===== src/rtl/lpc_sample_restorer.sv =====
// LPC sample restorer: rebuilds PCM samples from quantized coefficients, warm-up words and
// residuals using a single sequential multiply-accumulate, one tap per cycle.
module lpc_sample_restorer #(
    parameter int unsigned MAX_ORDER = 12,
    parameter int unsigned SAMPLE_W  = 16,
    parameter int unsigned COEFF_W   = 15,
    parameter int unsigned RES_W     = 24,
    parameter int unsigned ACC_W     = 40
) (
    input  logic                iClock,
    input  logic                iReset,
    input  logic                iEnable,
    input  logic                iStart,
    input  logic [3:0]          iOrder,
    input  logic [4:0]          iShift,
    input  logic [15:0]         iBlockSize,
    input  logic [COEFF_W-1:0]  iCoeff,
    input  logic                iCoeffValid,
    input  logic [RES_W-1:0]    iResidual,
    input  logic                iResidualValid,
    output logic                oReady,
    output logic [SAMPLE_W-1:0] oSample,
    output logic                oValid,
    output logic                oDone,
    output logic                oError
);

    localparam int unsigned PROD_W = COEFF_W + SAMPLE_W;

    typedef enum logic [2:0] {
        StIdle,
        StLoadCoef,
        StWarmup,
        StWait,
        StMac,
        StOut,
        StFinish
    } state_e;

    state_e                     state_q;
    logic [3:0]                 order_q;
    logic [4:0]                 shift_q;
    logic [15:0]                block_size_q;
    logic [15:0]                count_q;
    logic [3:0]                 tap_q;
    logic signed [COEFF_W-1:0]  qlp_q  [MAX_ORDER];
    logic signed [SAMPLE_W-1:0] hist_q [MAX_ORDER];
    logic signed [RES_W-1:0]    residual_q;
    logic signed [ACC_W-1:0]    acc_q;
    logic                       ready_q;
    logic [SAMPLE_W-1:0]        sample_q;
    logic                       valid_q;
    logic                       done_q;
    logic                       error_q;

    logic                       accept;
    logic [15:0]                count_inc;
    logic signed [PROD_W-1:0]   prod;
    logic signed [ACC_W-1:0]    prod_ext;
    logic signed [ACC_W-1:0]    res_ext;
    logic signed [ACC_W-1:0]    restored;
    logic [SAMPLE_W-1:0]        new_sample;

    always_comb begin
        accept     = iResidualValid & ready_q;
        count_inc  = count_q + 16'd1;
        prod       = qlp_q[tap_q] * hist_q[tap_q];
        prod_ext   = {{(ACC_W - PROD_W){prod[PROD_W-1]}}, prod};
        res_ext    = {{(ACC_W - RES_W){residual_q[RES_W-1]}}, residual_q};
        restored   = res_ext + (acc_q >>> shift_q);
        // Two's-complement wrap into the sample width, no saturation.
        new_sample = restored[SAMPLE_W-1:0];
    end

    always_ff @(posedge iClock) begin
        if (iReset) begin
            state_q      <= StIdle;
            order_q      <= '0;
            shift_q      <= '0;
            block_size_q <= '0;
            count_q      <= '0;
            tap_q        <= '0;
            residual_q   <= '0;
            acc_q        <= '0;
            ready_q      <= 1'b0;
            sample_q     <= '0;
            valid_q      <= 1'b0;
            done_q       <= 1'b0;
            error_q      <= 1'b0;
            for (int k = 0; k < int'(MAX_ORDER); k++) begin
                qlp_q[k]  <= '0;
                hist_q[k] <= '0;
            end
        end else if (iEnable) begin
            valid_q <= 1'b0;
            done_q  <= 1'b0;
            error_q <= 1'b0;
            unique case (state_q)
                StIdle: begin
                    ready_q <= 1'b0;
                    if (iStart) begin
                        if (iOrder > 4'(MAX_ORDER)) begin
                            error_q <= 1'b1;
                        end else begin
                            order_q      <= iOrder;
                            shift_q      <= iShift;
                            block_size_q <= iBlockSize;
                            count_q      <= '0;
                            tap_q        <= '0;
                            if (iOrder != 4'd0) begin
                                state_q <= StLoadCoef;
                            end else if (iBlockSize == 16'd0) begin
                                state_q <= StFinish;
                            end else begin
                                state_q <= StWait;
                                ready_q <= 1'b1;
                            end
                        end
                    end
                end
                StLoadCoef: begin
                    if (iCoeffValid) begin
                        qlp_q[tap_q] <= iCoeff;
                        if (tap_q == order_q - 4'd1) begin
                            tap_q <= '0;
                            if (block_size_q == 16'd0) begin
                                state_q <= StFinish;
                            end else begin
                                state_q <= StWarmup;
                                ready_q <= 1'b1;
                            end
                        end else begin
                            tap_q <= tap_q + 4'd1;
                        end
                    end
                end
                // Warm-up words pass through StOut with a cleared accumulator.
                StWarmup: begin
                    if (accept) begin
                        residual_q <= iResidual;
                        acc_q      <= '0;
                        ready_q    <= 1'b0;
                        state_q    <= StOut;
                    end
                end
                StWait: begin
                    if (accept) begin
                        residual_q <= iResidual;
                        acc_q      <= '0;
                        tap_q      <= '0;
                        ready_q    <= 1'b0;
                        state_q    <= (order_q == 4'd0) ? StOut : StMac;
                    end
                end
                StMac: begin
                    acc_q <= acc_q + prod_ext;
                    if (tap_q == order_q - 4'd1) begin
                        tap_q   <= '0;
                        state_q <= StOut;
                    end else begin
                        tap_q <= tap_q + 4'd1;
                    end
                end
                StOut: begin
                    sample_q  <= new_sample;
                    valid_q   <= 1'b1;
                    hist_q[0] <= new_sample;
                    for (int k = 1; k < int'(MAX_ORDER); k++) begin
                        hist_q[k] <= hist_q[k-1];
                    end
                    count_q <= count_inc;
                    if (count_inc == block_size_q) begin
                        state_q <= StFinish;
                    end else begin
                        ready_q <= 1'b1;
                        state_q <= (count_inc < {12'd0, order_q}) ? StWarmup : StWait;
                    end
                end
                StFinish: begin
                    done_q  <= 1'b1;
                    state_q <= StIdle;
                end
                default: state_q <= StIdle;
            endcase
        end
    end

    assign oReady  = ready_q;
    assign oSample = sample_q;
    assign oValid  = valid_q;
    assign oDone   = done_q;
    assign oError  = error_q;

endmodule


===== config.mk =====
export PLATFORM = sky130hd
export DESIGN_NAME = lpc_sample_restorer
export DESIGN_NICKNAME = d
export VERILOG_FILES = /design/src/rtl/lpc_sample_restorer.sv
export SDC_FILE = /design/constraint.sdc
export NUM_CORES = 2
export LEC_CHECK = 0
export ABC_AREA = 1
export CAP_MARGIN = 40
export CORE_MARGIN = 4
export CORE_UTILIZATION = 30
export CTS_CLUSTER_SIZE = 30
export DETAILED_ROUTE_END_ITERATION = 8
export MAX_ROUTING_LAYER = met4
export PLACE_DENSITY = 0.48
export SETUP_SLACK_MARGIN = 0.2
export SYNTH_ARGS = -nofsm -noshare
export SYNTH_HDL_FRONTEND = slang
export SYNTH_SLANG_ARGS = --single-unit

===== constraint.sdc =====
create_clock -name iClock -period 15.4 [get_ports iClock]
set_input_delay 3.08 -clock iClock [delete_from_list [all_inputs] [get_ports iClock]]
set_output_delay 3.08 -clock iClock [all_outputs]
set_load 0.02 [all_outputs]

# After elaboration in Yosys (flattened, before gate mapping)

Memories as Yosys holds them, arrays and structs flattened. A register that Yosys moved wholly into a read port is not among the register bits.
Cells that the tools add are included.

Add/sub/neg operators: 5
$mul: 1
$lt $le $gt $ge: 2
Equality and inequality tests: 18
Shift-type cells: 1
Mux-type cells: 69
Bitwise logic cells: 14
Reduce and logical (&&, ||, !) cells: 19

Operators by type and width:

| kind                    | number |
|---|---|
| $mux W16                | 14 |
| $pmux W40 S2            | 1 |
| $add A40 B31 Y40        | 1 |
| $mux W4                 | 10 |
| $mux W40                | 1 |
| $sshr A40 B5 Y16        | 1 |
| $mux W3                 | 11 |
| $logic_not A16 Y1       | 2 |
| $pmux W16 S2            | 1 |
| $mul A15 B16 Y31        | 1 |
| $mux W1                 | 27 |
| $ne A2 B2 Y1 const B    | 9 |
| $pmux W3 S6             | 1 |
| $add A16 B1 Y16 const B | 1 |
| $add A16 B16 Y16        | 1 |
| $eq A16 B16 Y1          | 1 |
| $lt A16 B4 Y1           | 1 |
| $pmux W4 S4             | 1 |
| $mux W15                | 1 |
| $reduce_or A15 Y1       | 1 |
| $or A1 B1 Y1            | 12 |
| $reduce_bool A4 Y1      | 3 |
| $eq A3 B3 Y1 const B    | 3 |
| $reduce_and A4 Y1       | 2 |
| 19 further kinds        | 22 |

Bits in registers: 124
Bits in writable memories: 372
Bits of input ports: 70
Output and inout port bits: 20
Memories kept: 2

Memories:

| name   | words | bits a word | rd ports | clocked after Yosys merged registers in | wr ports | line | RTL |
|---|---|---|---|---|---|---|---|
| hist_q | 12    | 16          | 12       | 1                                       | 12       | 47   | `logic signed [SAMPLE_W-1:0] hist_q [MAX_ORDER];` |
| qlp_q  | 12    | 15          | 1        | 1                                       | 12       | 46   | `logic signed [COEFF_W-1:0] qlp_q [MAX_ORDER];` |

# Depth between registers and ports, before layout

Word-level depth: 7
Gate-level depth with buffers: 36
Depth with buffers taken out: 32

# Least setup slack after synthesis

Ideal clock, no wire load.

Path kind: input to register
Start point: input iEnable
End point: memory hist_q[0][0], enable pin
Setup time: 0.544 ns
Arrival time: 7.608 ns
Slack: 7.248 ns
Stages: 6
Path buffers: 2
Path through: clkbuf_1 nand2_2 inv_2 nor2_1 buf_2 inv_1

RTL lines:

| item            | line | RTL |
|---|---|---|
| start, declared | 12   | `input logic iEnable,` |
| end, declared   | 47   |  |

==> summary.txt <==
Non-filler cells, final: 6,442
Post-synth top flop: edfxtp_1
Total iterations of the first detailed-routing run: 6
Root buffer cell: clkbuf_16
Period utilization: 65.7%
Endpoints failing setup: 0
Vias per cell: 4.65
Antenna violations before repair: 2
Largest net degree at the start of global routing: 121
CTS tree: built
Final hold vios: 0
Iteration-0 DRC count of the detailed router: 2,059
Layout net count: 5,133
Syn_area_per_cell: 8.58 um^2
H-tree levels: 3
Share of post-route cells with drive strength above 1: 5.21%
EDFF count, synth: 432
Cell area after layout: 44,500 um^2
Slew margin rel.: 23.5%
Mapped cell area: 39,800 um^2
CP dominant cell by count: fa_1
CTS buffer count: 70
Final HPWL DP: 78.6 mm
Post-route DRC: 0
Slew Viols, Final: 0
Crit Path Class: reg -> reg
Crit Path Max Fanout: 67
Critical Path Sink: acc_q[39]
Reg2reg end: acc_q[39]
Data arrival, critical path: 10,580 ps
Ports: 90
Synth Instances: 4,641
Core box area: 132,000 um^2
Die Ht: 372 um
Top post-synthesis cells by area: edfxtp_1 33%, fa_1 15%, inv_1 8.3%
DP Area: 42,200 um^2
Yosys warns: 0
Total placed cells including tap cells: 6,313
Critical Path End Type: flop
Congestion Overflow GR: 0
Area grow syn2layout: 11.7%
Input/output buffers: 81
Drt total wl: 109 mm
HP Class: reg -> reg
Vias in the first global route: 29,975
Status: complete, no violations
Yosys top cell by area: edfxtp_1
Die area: 139,000 um^2
Final TNS setup: 0 ps
Num Clock Sinks: 560
Die X: 372 um
Slowest library cell on the worst path: dfxtp_4
Antenna-violating nets left: 0
Post-synth cell types: 65
Syn nets: 5,144
Rows: 133
Post-layout min period: 10,120 ps
Worst slew pin tran: 1150 ps
Worst-skew pair later-pin latency: 630 ps
Total GRT Usage: 16.3%
Cts repair resizes: 0
Final GP Congestion: 0.893
Starting Density: 30.2%
Clock slew at reported path FFs: 50 ps
Slowest stage delay, CP: 870 ps
Setup Fix Bufs, Post-CTS: 0
CTS Buffer Depth: 3
First-pass GRT wire length: 173 mm
Required time worst endpoint: 15,860 ps
Hold depth: 2
Max-cap violations: 0
Most common cell in the netlist: inv_1
Asr flop ratio synth: 0%
RSZ-0062 raised after global routing: false
Reg2reg path depth: 29
Synthesized flop and latch total: 560
Synth cell count leaders: 880 x inv_1, 800 x nand2_1, 535 x nor2_1
Share of Yosys cell area claimed by the top area cell type: 32.6%
Hold path start: oSample[9]
DR WL/cell: 17.0 um
Clk_skew: 29.3 ps
Hold buffers post-CTS: 0
Peak Freq: 0.0988 GHz
Worst setup SP type: flop
Post-synthesis sequential area ratio: 39.0%
R2r setup slk: 5280 ps
# fillers: 13,719
Vias post-DR: 29,926
==> state kept, by name, indices dropped and copies added (netlist names), 5 cells and up, named ones only <==
register      count
residual_q       16
qlp_q           240
hist_q          192
count_q          16
oSample          16
acc_q            40
shift_q           5
block_size_q     16
==> cell type report <==
class,count,area [um^2],share of cell area [%]
clock buffer,91,1910,4.29
inverter,890,3350,7.54
sequential,560,15500,35.0
timing repair buffer,142,1340,3.01
antenna,1,2.50,0.00563
tap,1755,2200,4.94
multi-input combinational,2966,19700,44.4
clock inverter,37,377,0.847
==> worst min-delay path by stage <==
stage / end / slack (ps)
floorplan: residual_q[15] / 440
global placement: oSample[11] / 440
detailed placement: oSample[9] / 450
CTS: oSample[9] / 460
global route: oSample[10] / 490
finish: oSample[9] / 460
==> cell families after synthesis <==
logic type	synth area share, %
XOR/XNOR	0.484
AO/OA/AOI/OAI	12.0
AND/OR/NAND/NOR	16.4
flip-flops	39.0
adder cells (fa/ha/maj)	19.2
buffers and inverters	11.4
multiplexers	1.53
==> worst max-delay path, delay by kind of cell (launching register included) <==
family | cells | cell delay (ps)
adders and majority gates | 7 | 4280
buffers and inverters | 7 | 2060
and+or+nand+nor | 7 | 1530
AOI/OAI and AO/OA | 8 | 1120
DFF | 1 | 870
==> metal layers <==
| layer | vias up | part of all wire, % | wire length, um | track usage [%] |
|---|---|---|---|---|
| li1 | 14787 | - | - | - |
| met1 | 14463 | 47 | 51100 | 21.8 |
| met2 | 535 | 47 | 51000 | 26.3 |
| met3 | 141 | 4.2 | 4580 | 2.09 |
| met4 | 0 | 2.3 | 2530 | 4.09 |
| met5 | - | 0 | 0 | - |
==> cell usage in the layout, fill, tap and decap left out, types with 10 or more instances in the layout <==
master / n
clkdlybuf4s50_1: 80
a31oi_1: 10
nand2_1: 800
nor2_1: 534
o21a_1: 13
o22ai_1: 18
nand3_1: 149
mux2i_1: 61
ha_1: 137
nor3_1: 18
o21ai_0: 324
xor2_1: 11
nand3b_1: 13
fa_1: 296
inv_1: 877
o21ai_1: 18
clkinv_2: 11
clkinv_1: 15
xnor2_1: 11
clkbuf_1: 14
buf_4: 55
dfxtp_1: 124
a21o_1: 17
o211ai_1: 68
or2_2: 21
a21oi_1: 333
edfxtp_1: 432
clkbuf_16: 71
nand4_1: 20
==> stage by stage <==
stage,utilization (%),hold slack (ps),worst slack (ps)
2_1_floorplan,-,445,7250
3_3_place_gp,31.9,445,5200
3_5_place_dp,32.0,448,5140
4_1_cts,33.8,459,5110
5_1_grt,33.8,485,4520
6_report,33.8,461,5280
Power is not shown: default switching activity piles up to over one toggle a cycle in this logic, so the estimate is an artifact.
